File: config.mk
export PLATFORM = sky130hd
export DESIGN_NAME = mux4_scan_ctrl_flat
export DESIGN_NICKNAME = d
export VERILOG_FILES = /design/src/rtl/mux4_scan_if.sv /design/src/rtl/mux4_scan_ctrl.sv /design/src/flat_wrapper.sv
export SDC_FILE = /design/constraint.sdc
export NUM_CORES = 1
export LEC_CHECK = 0
export CAP_MARGIN = 20
export CORE_ASPECT_RATIO = 1.1
export CORE_MARGIN = 10
export CORE_UTILIZATION = 35
export CTS_BUF_LIST = sky130_fd_sc_hd__clkbuf_4 sky130_fd_sc_hd__clkbuf_8
export DETAILED_ROUTE_END_ITERATION = 7
export GPL_ROUTABILITY_DRIVEN = 1
export MAX_ROUTING_LAYER = met4
export PLACE_DENSITY = 0.61
export SETUP_SLACK_MARGIN = 0.4
export SYNTH_ARGS = -nofsm -noshare
export SYNTH_HDL_FRONTEND = slang
export SYNTH_SLANG_ARGS = --single-unit
File: constraint.sdc
create_clock -name clk -period 4 [get_ports clk]
set_clock_uncertainty 0.15 [all_clocks]
set_input_delay 1 -clock clk [delete_from_list [all_inputs] [get_ports clk]]
set_output_delay 1 -clock clk [all_outputs]
set_load 0.005 [all_outputs]
File: src/rtl/mux4_scan_if.sv
// mux4_scan_if: request, mux sample, select and captured-bit bundle of the
// mux4_scan_ctrl sequencer. The master side is the sequencer; the slave side
// is the requesters / mux / consumer environment around it.
interface mux4_scan_if;
  logic [3:0] req;
  logic       w_in;
  logic       sel_s;
  logic       sel_t;
  logic       busy;
  logic       dout_valid;
  logic       dout_ready;
  logic       dout_bit;
  logic [1:0] dout_ch;
  logic       err;

  modport master (
    input  req, w_in, dout_ready,
    output sel_s, sel_t, busy, dout_valid, dout_bit, dout_ch, err
  );

  modport slave (
    output req, w_in, dout_ready,
    input  sel_s, sel_t, busy, dout_valid, dout_bit, dout_ch, err
  );
endinterface

File: src/rtl/mux4_scan_ctrl.sv
// mux4_scan_ctrl: round-robin sequencer for a four-input tristate mux.
// Grants one requesting channel, drives its index onto {sel_t, sel_s}, waits
// SETTLE_CYCLES edges for the mux output to settle, captures w_in and offers
// the bit with its channel number on a valid/ready port.
// Optional feature: define MUX4_SCAN_DOUBLE_SAMPLE_EN to sample w_in a second
// time one edge later and flag a mismatch on err.
module mux4_scan_ctrl #(
  parameter int SETTLE_CYCLES = 2
) (
  input  logic        clk,
  input  logic        rst_n,
  mux4_scan_if.master bus
);

  // A settle window of 0 would never reach the sample point; run it as 1.
  localparam logic [3:0] SETTLE_LOAD = (SETTLE_CYCLES < 1) ? 4'd1 : 4'(SETTLE_CYCLES);

  localparam logic [1:0] IDLE   = 2'd0;
  localparam logic [1:0] SETTLE = 2'd1;
`ifdef MUX4_SCAN_DOUBLE_SAMPLE_EN
  localparam logic [1:0] CHECK  = 2'd2;
`endif
  localparam logic [1:0] HOLD   = 2'd3;

  logic [1:0] state;
  logic [3:0] cnt;
  logic [1:0] last_ch;
  logic [1:0] sel;
  logic [1:0] dout_ch;
  logic       dout_bit;
  logic       dout_valid;
  logic       err;

  logic [1:0] grant;
  logic       grant_vld;
  logic [1:0] scan_idx;

  // Round-robin pick: first requesting channel scanning upward from last_ch+1.
  always_comb begin
    // NOTE: every variable gets a default before any conditional write, so no latch is inferred.
    grant     = '0;
    grant_vld = 1'b0;
    scan_idx  = '0;
    for (int i = 1; i <= 4; i++) begin
      scan_idx = last_ch + 2'(i);
      if (!grant_vld && bus.req[scan_idx]) begin
        grant     = scan_idx;
        grant_vld = 1'b1;
      end
    end
  end

  // Sequencer: grant, settle countdown, capture (and re-check), hold for handshake.
  always_ff @(posedge clk or negedge rst_n) begin
    if (!rst_n) begin
      state      <= IDLE;
      cnt        <= '0;
      last_ch    <= 2'd3;
      sel        <= '0;
      dout_ch    <= '0;
      dout_bit   <= 1'b0;
      dout_valid <= 1'b0;
      err        <= 1'b0;
    end else begin
      // NOTE: non-blocking assignments so every register updates from pre-edge values.
      case (state)
        IDLE: begin
          if (grant_vld) begin
            sel     <= grant;
            dout_ch <= grant;
            last_ch <= grant;
            cnt     <= SETTLE_LOAD;
            err     <= 1'b0;
            state   <= SETTLE;
          end
        end
        SETTLE: begin
          if (cnt == 4'd1) begin
            dout_bit <= bus.w_in;
`ifdef MUX4_SCAN_DOUBLE_SAMPLE_EN
            state    <= CHECK;
`else
            dout_valid <= 1'b1;
            state      <= HOLD;
`endif
          end else begin
            cnt <= cnt - 4'd1;
          end
        end
`ifdef MUX4_SCAN_DOUBLE_SAMPLE_EN
        CHECK: begin
          // The second sample wins; err records whether the first one agreed.
          dout_bit   <= bus.w_in;
          err        <= dout_bit ^ bus.w_in;
          dout_valid <= 1'b1;
          state      <= HOLD;
        end
`endif
        HOLD: begin
          if (bus.dout_ready) begin
            dout_valid <= 1'b0;
            state      <= IDLE;
          end
        end
        default: state <= IDLE;
      endcase
    end
  end

  assign bus.sel_s      = sel[0];
  assign bus.sel_t      = sel[1];
  assign bus.busy       = (state != IDLE);
  assign bus.dout_valid = dout_valid;
  assign bus.dout_bit   = dout_bit;
  assign bus.dout_ch    = dout_ch;
`ifdef MUX4_SCAN_DOUBLE_SAMPLE_EN
  assign bus.err        = err;
`else
  assign bus.err        = 1'b0;
`endif

endmodule

File: src/flat_wrapper.sv
// flat-port wrapper written by rule: the top's interface ports become plain ports
module mux4_scan_ctrl_flat 
#(
  parameter int SETTLE_CYCLES = 2
)
  (clk, rst_n, bus_req, bus_w_in, bus_dout_ready, bus_sel_s, bus_sel_t, bus_busy, bus_dout_valid, bus_dout_bit, bus_dout_ch, bus_err);
  mux4_scan_if bus_i ();
  input  logic clk;
  input  logic rst_n;
  input wire logic [$bits(bus_i.req)-1:0] bus_req;
  input wire logic [$bits(bus_i.w_in)-1:0] bus_w_in;
  input wire logic [$bits(bus_i.dout_ready)-1:0] bus_dout_ready;
  output wire logic [$bits(bus_i.sel_s)-1:0] bus_sel_s;
  output wire logic [$bits(bus_i.sel_t)-1:0] bus_sel_t;
  output wire logic [$bits(bus_i.busy)-1:0] bus_busy;
  output wire logic [$bits(bus_i.dout_valid)-1:0] bus_dout_valid;
  output wire logic [$bits(bus_i.dout_bit)-1:0] bus_dout_bit;
  output wire logic [$bits(bus_i.dout_ch)-1:0] bus_dout_ch;
  output wire logic [$bits(bus_i.err)-1:0] bus_err;
  assign bus_i.req = bus_req;
  assign bus_i.w_in = bus_w_in;
  assign bus_i.dout_ready = bus_dout_ready;
  assign bus_sel_s = bus_i.sel_s;
  assign bus_sel_t = bus_i.sel_t;
  assign bus_busy = bus_i.busy;
  assign bus_dout_valid = bus_i.dout_valid;
  assign bus_dout_bit = bus_i.dout_bit;
  assign bus_dout_ch = bus_i.dout_ch;
  assign bus_err = bus_i.err;
  mux4_scan_ctrl #(.SETTLE_CYCLES(SETTLE_CYCLES)) u_core (.clk(clk), .rst_n(rst_n), .bus(bus_i));
endmodule
==> reports/qor.csv <==
stage;metric;value;unit
logic_synthesis;ys_warn_count;0;
routing;num_vias;525;
global_routing;grt_max_degree;13;
routing;ant_nets;0;
layout;drive_above_1_share;13.10;%
sta;worst_slack;1.363;ns
setup_path;path_class;reg2out;
routing;drtIter0Drc;6;
logic_synthesis;yosysSeqAreaShare;45.23;%
setup_path;startpoint_type;flip-flop;
power;powerDensity;704.8;mW/mm²
setup_path;path_max_fanout;7;
logic_synthesis;yosys.cell_types.count;33;
clock_network;worstSkewPairLatency;0.28;ns
logic_synthesis;async_flop_share;100.0;%
floorplan;core_area;0.001802;mm²
placed_design;portBuffers;14;
sta;timing.fmax;0.3792;GHz
floorplan;die_y;65.87;µm
logic_synthesis;synthFlopType;dfrtp_1;
floorplan;die_area;0.004064;mm²
global_routing;grt_first_pass_wirelength;2.277;mm
global_routing;grt-ovfl-total;0;
floorplan;row_count;16;
logic_synthesis;synth_area_leaders;dfrtp_1 37%, dfstp_2 7.9%, mux2i_1 4.5%;
power;ir_worst_vdd;0.3171;mV
clock_network;htreeDepth;1;
logic_synthesis;yosysMostFrequentCell;dfrtp_1;
layout;nets;95;
layout;register_area;302.8;µm²
routing;drc_errors;0;
setup_path;cp_top_family;buffers and inverters;
routing;drt-total-wl;1.317;mm
clock_network;cts_max_path_buffers;2;
sta;setup_tns;0;ns
logic_synthesis;syn_area_per_cell;9.701;µm²
sta;hold_viol;0;
logic_synthesis;yosys-top-cells-count;10 x dfrtp_1, 8 x nand2_1, 5 x inv_1, 5 x nor2_1;
clock_network;postCtsHoldBufs;0;
min_path;hp-class;reg2reg;
setup_path;crit_chain;nor2_1 > inv_1 > clkdlybuf4s50_1;
layout;antenna_cells;0;
logic_synthesis;synth_edf_count;0;
sta;fin_crit;2.637;ns
outcome;status;finished, final reports clean;
logic_synthesis;synth_top_area_cell;dfrtp_1;
layout;syn_to_final_growth;26.36;%
sta;period_share;65.93;%
sta;grt_setup_unrepaired;false;
sta;slew_headroom;64.05;%
floorplan;initial_core_util;37.15;%
setup_path;critPathSlowestCell;clkdlybuf4s50_1;
job;maxCapViolations;0;
setup_path;max_stage_delay;0.45;ns
logic_synthesis;syn_inst;69;
global_routing;grt_pass1_vias;531;
power;power_leakage;0.0003755;µW
clock_network;cts_tree;yes;
global_routing;grt_antenna_before_repair;0;
clock_network;numCtsBuffers;3;
setup_path;path_buf_inv;2;
routing;via_per_inst;5.147;
clock_network;path_clk_slew;0.08;ns
logic_synthesis;synth_nets;79;
floorplan;fp.dieW;61.70;µm
floorplan;io-pin-count;16;
setup_path;cp-end-kind;primary output;
sta;setup_violations;0;
setup_path;cp.arrival;1.49;ns
routing;drt-pass1-iter-count;2;
routing;wl_per_cell;12.91;µm
layout;multiInputGateArea;325.3;µm²
clock_network;cts_resized;0;
clock_network;clock-sinks;12;
logic_synthesis;synthesis.area;669.4;µm²
global_routing;track_usage;7.608;%
sta;max_slew.worst_pin.slew;0.5375;ns
setup_path;crit_required;2.85;ns
logic_synthesis;ys_ff_latch;12;
clock_network;clockRootBuffer;clkbuf_4;
placed_design;pre_cts_slack;1.313;ns
clock_network;post_cts_buffers;0;
layout;nFillCells;181;
sta;finalMaxSlewViolations;0;
placed_design;dp_hpwl;1.047;mm
placed_design;routabilityCongestion;0.7217;
logic_synthesis;synth_top_cell_area_share;37.38;%
-- cells in the final DEF, fill, tap and decap left out, drive strengths merged, types with 2 or more instances in the layout --
master / synthesis / layout
a21o: 2 / 2
inv: 5 / 5
clkdlybuf4s50: 0 / 14
o21a: 2 / 2
mux2: 2 / 2
o21ai: 4 / 4
clkbuf: 0 / 4
nor2: 5 / 5
nand3: 2 / 2
mux2i: 3 / 3
dfrtp: 10 / 10
ha: 2 / 2
nand2: 9 / 9
a21oi: 2 / 2
dfstp: 2 / 2
nor2b: 2 / 2
-- stage by stage --
| stage | instance area (µm²) | util, % | hold WS (ns) | total power, µW | cells |
|---|---|---|---|---|---|
| after floorplan | 669.4 | - | 0.3150 | 407.5 | 69 |
| after global placement | 809.5 | 44.93 | 0.3254 | 504.0 | 98 |
| after detailed placement | 809.5 | 44.93 | 0.3372 | 507.0 | 98 |
| after CTS | 845.8 | 46.94 | 0.3558 | 606.5 | 102 |
| after global routing | 845.8 | 46.94 | 0.3664 | 653.4 | 102 |
| final | 845.8 | 46.94 | 0.3499 | 596.1 | 102 |
-- power breakdown --
part           internal [µW]  leakage (µW)  switching [µW]  total (µW)
clock                   55.4     0.0000210            41.8        97.2
sequential               187      0.000136            62.2         249
combinational            149      0.000218             101         250
-- logic make-up (layout without fill, tap and decap cells) --
family | Yosys count | in the layout | share of synthesized area, %
AO/OA/AOI/OAI | 15 | 15 | 14.77
other | 1 | 1 | 0.5602
adder cells (fa/ha/maj) | 2 | 2 | 3.738
XOR/XNOR | 1 | 1 | 1.309
multiplexers | 5 | 5 | 7.850
AND/OR/NAND/NOR | 25 | 25 | 20.38
buffers and inverters | 8 | 23 | 6.168
flip-flops | 12 | 12 | 45.23
-- registers in the layout, summed over array words and instances (netlist names) --
signal                 cells
u_core.bus.dout_bit        1
u_core.bus.dout_ch         2
u_core.state               2
u_core.bus.dout_valid      1
u_core.last_ch             2
u_core.cnt                 4
-- per-layer routing --
metal  vias up  part of all wire (%)  wire (µm)  GRT usage (%)
li1        267                     -          -              -
met1       240                    45        595          8.278
met2        14                    43        571          10.91
met3         4                   9.7        128          4.423
met4         0                   1.7         22          3.352
met5         -                     0          0              -
-- area by class of cell --
cell class	count	share of cell area (%)
clock buffer	4	4.290
inverter	5	2.219
multi-input combinational	49	38.46
sequential	12	35.80
tap	18	2.663
timing repair buffer	14	16.57
-- worst paths after layout --
| check | from | endpoint | slack (ns) | cells past startpoint |
|---|---|---|---|---|
| worst max-delay path | u_core.state[1]$_DFFE_PN0P_ | bus_busy | 1.36 | 3 |
| worst min-delay path | u_core.bus.dout_bit$_DFFE_PN0P_ | u_core.bus.dout_bit$_DFFE_PN0P_ | 0.35 | 1 |
| worst max register to register | u_core.cnt[1]$_DFFE_PN0P_ | u_core.bus.dout_bit$_DFFE_PN0P_ | 2.25 | 5 |
| worst min register to register | u_core.bus.dout_bit$_DFFE_PN0P_ | u_core.bus.dout_bit$_DFFE_PN0P_ | 0.35 | 1 |
| max in group asynchronous | rst_n | u_core.last_ch[1]$_DFFE_PN1P_ | 2.41 | 1 |
| min in group asynchronous | rst_n | u_core.bus.dout_ch[0]$_DFFE_PN0P_ | 0.92 | 1 |
No activity file was read; power rests on OpenSTA's default activity.
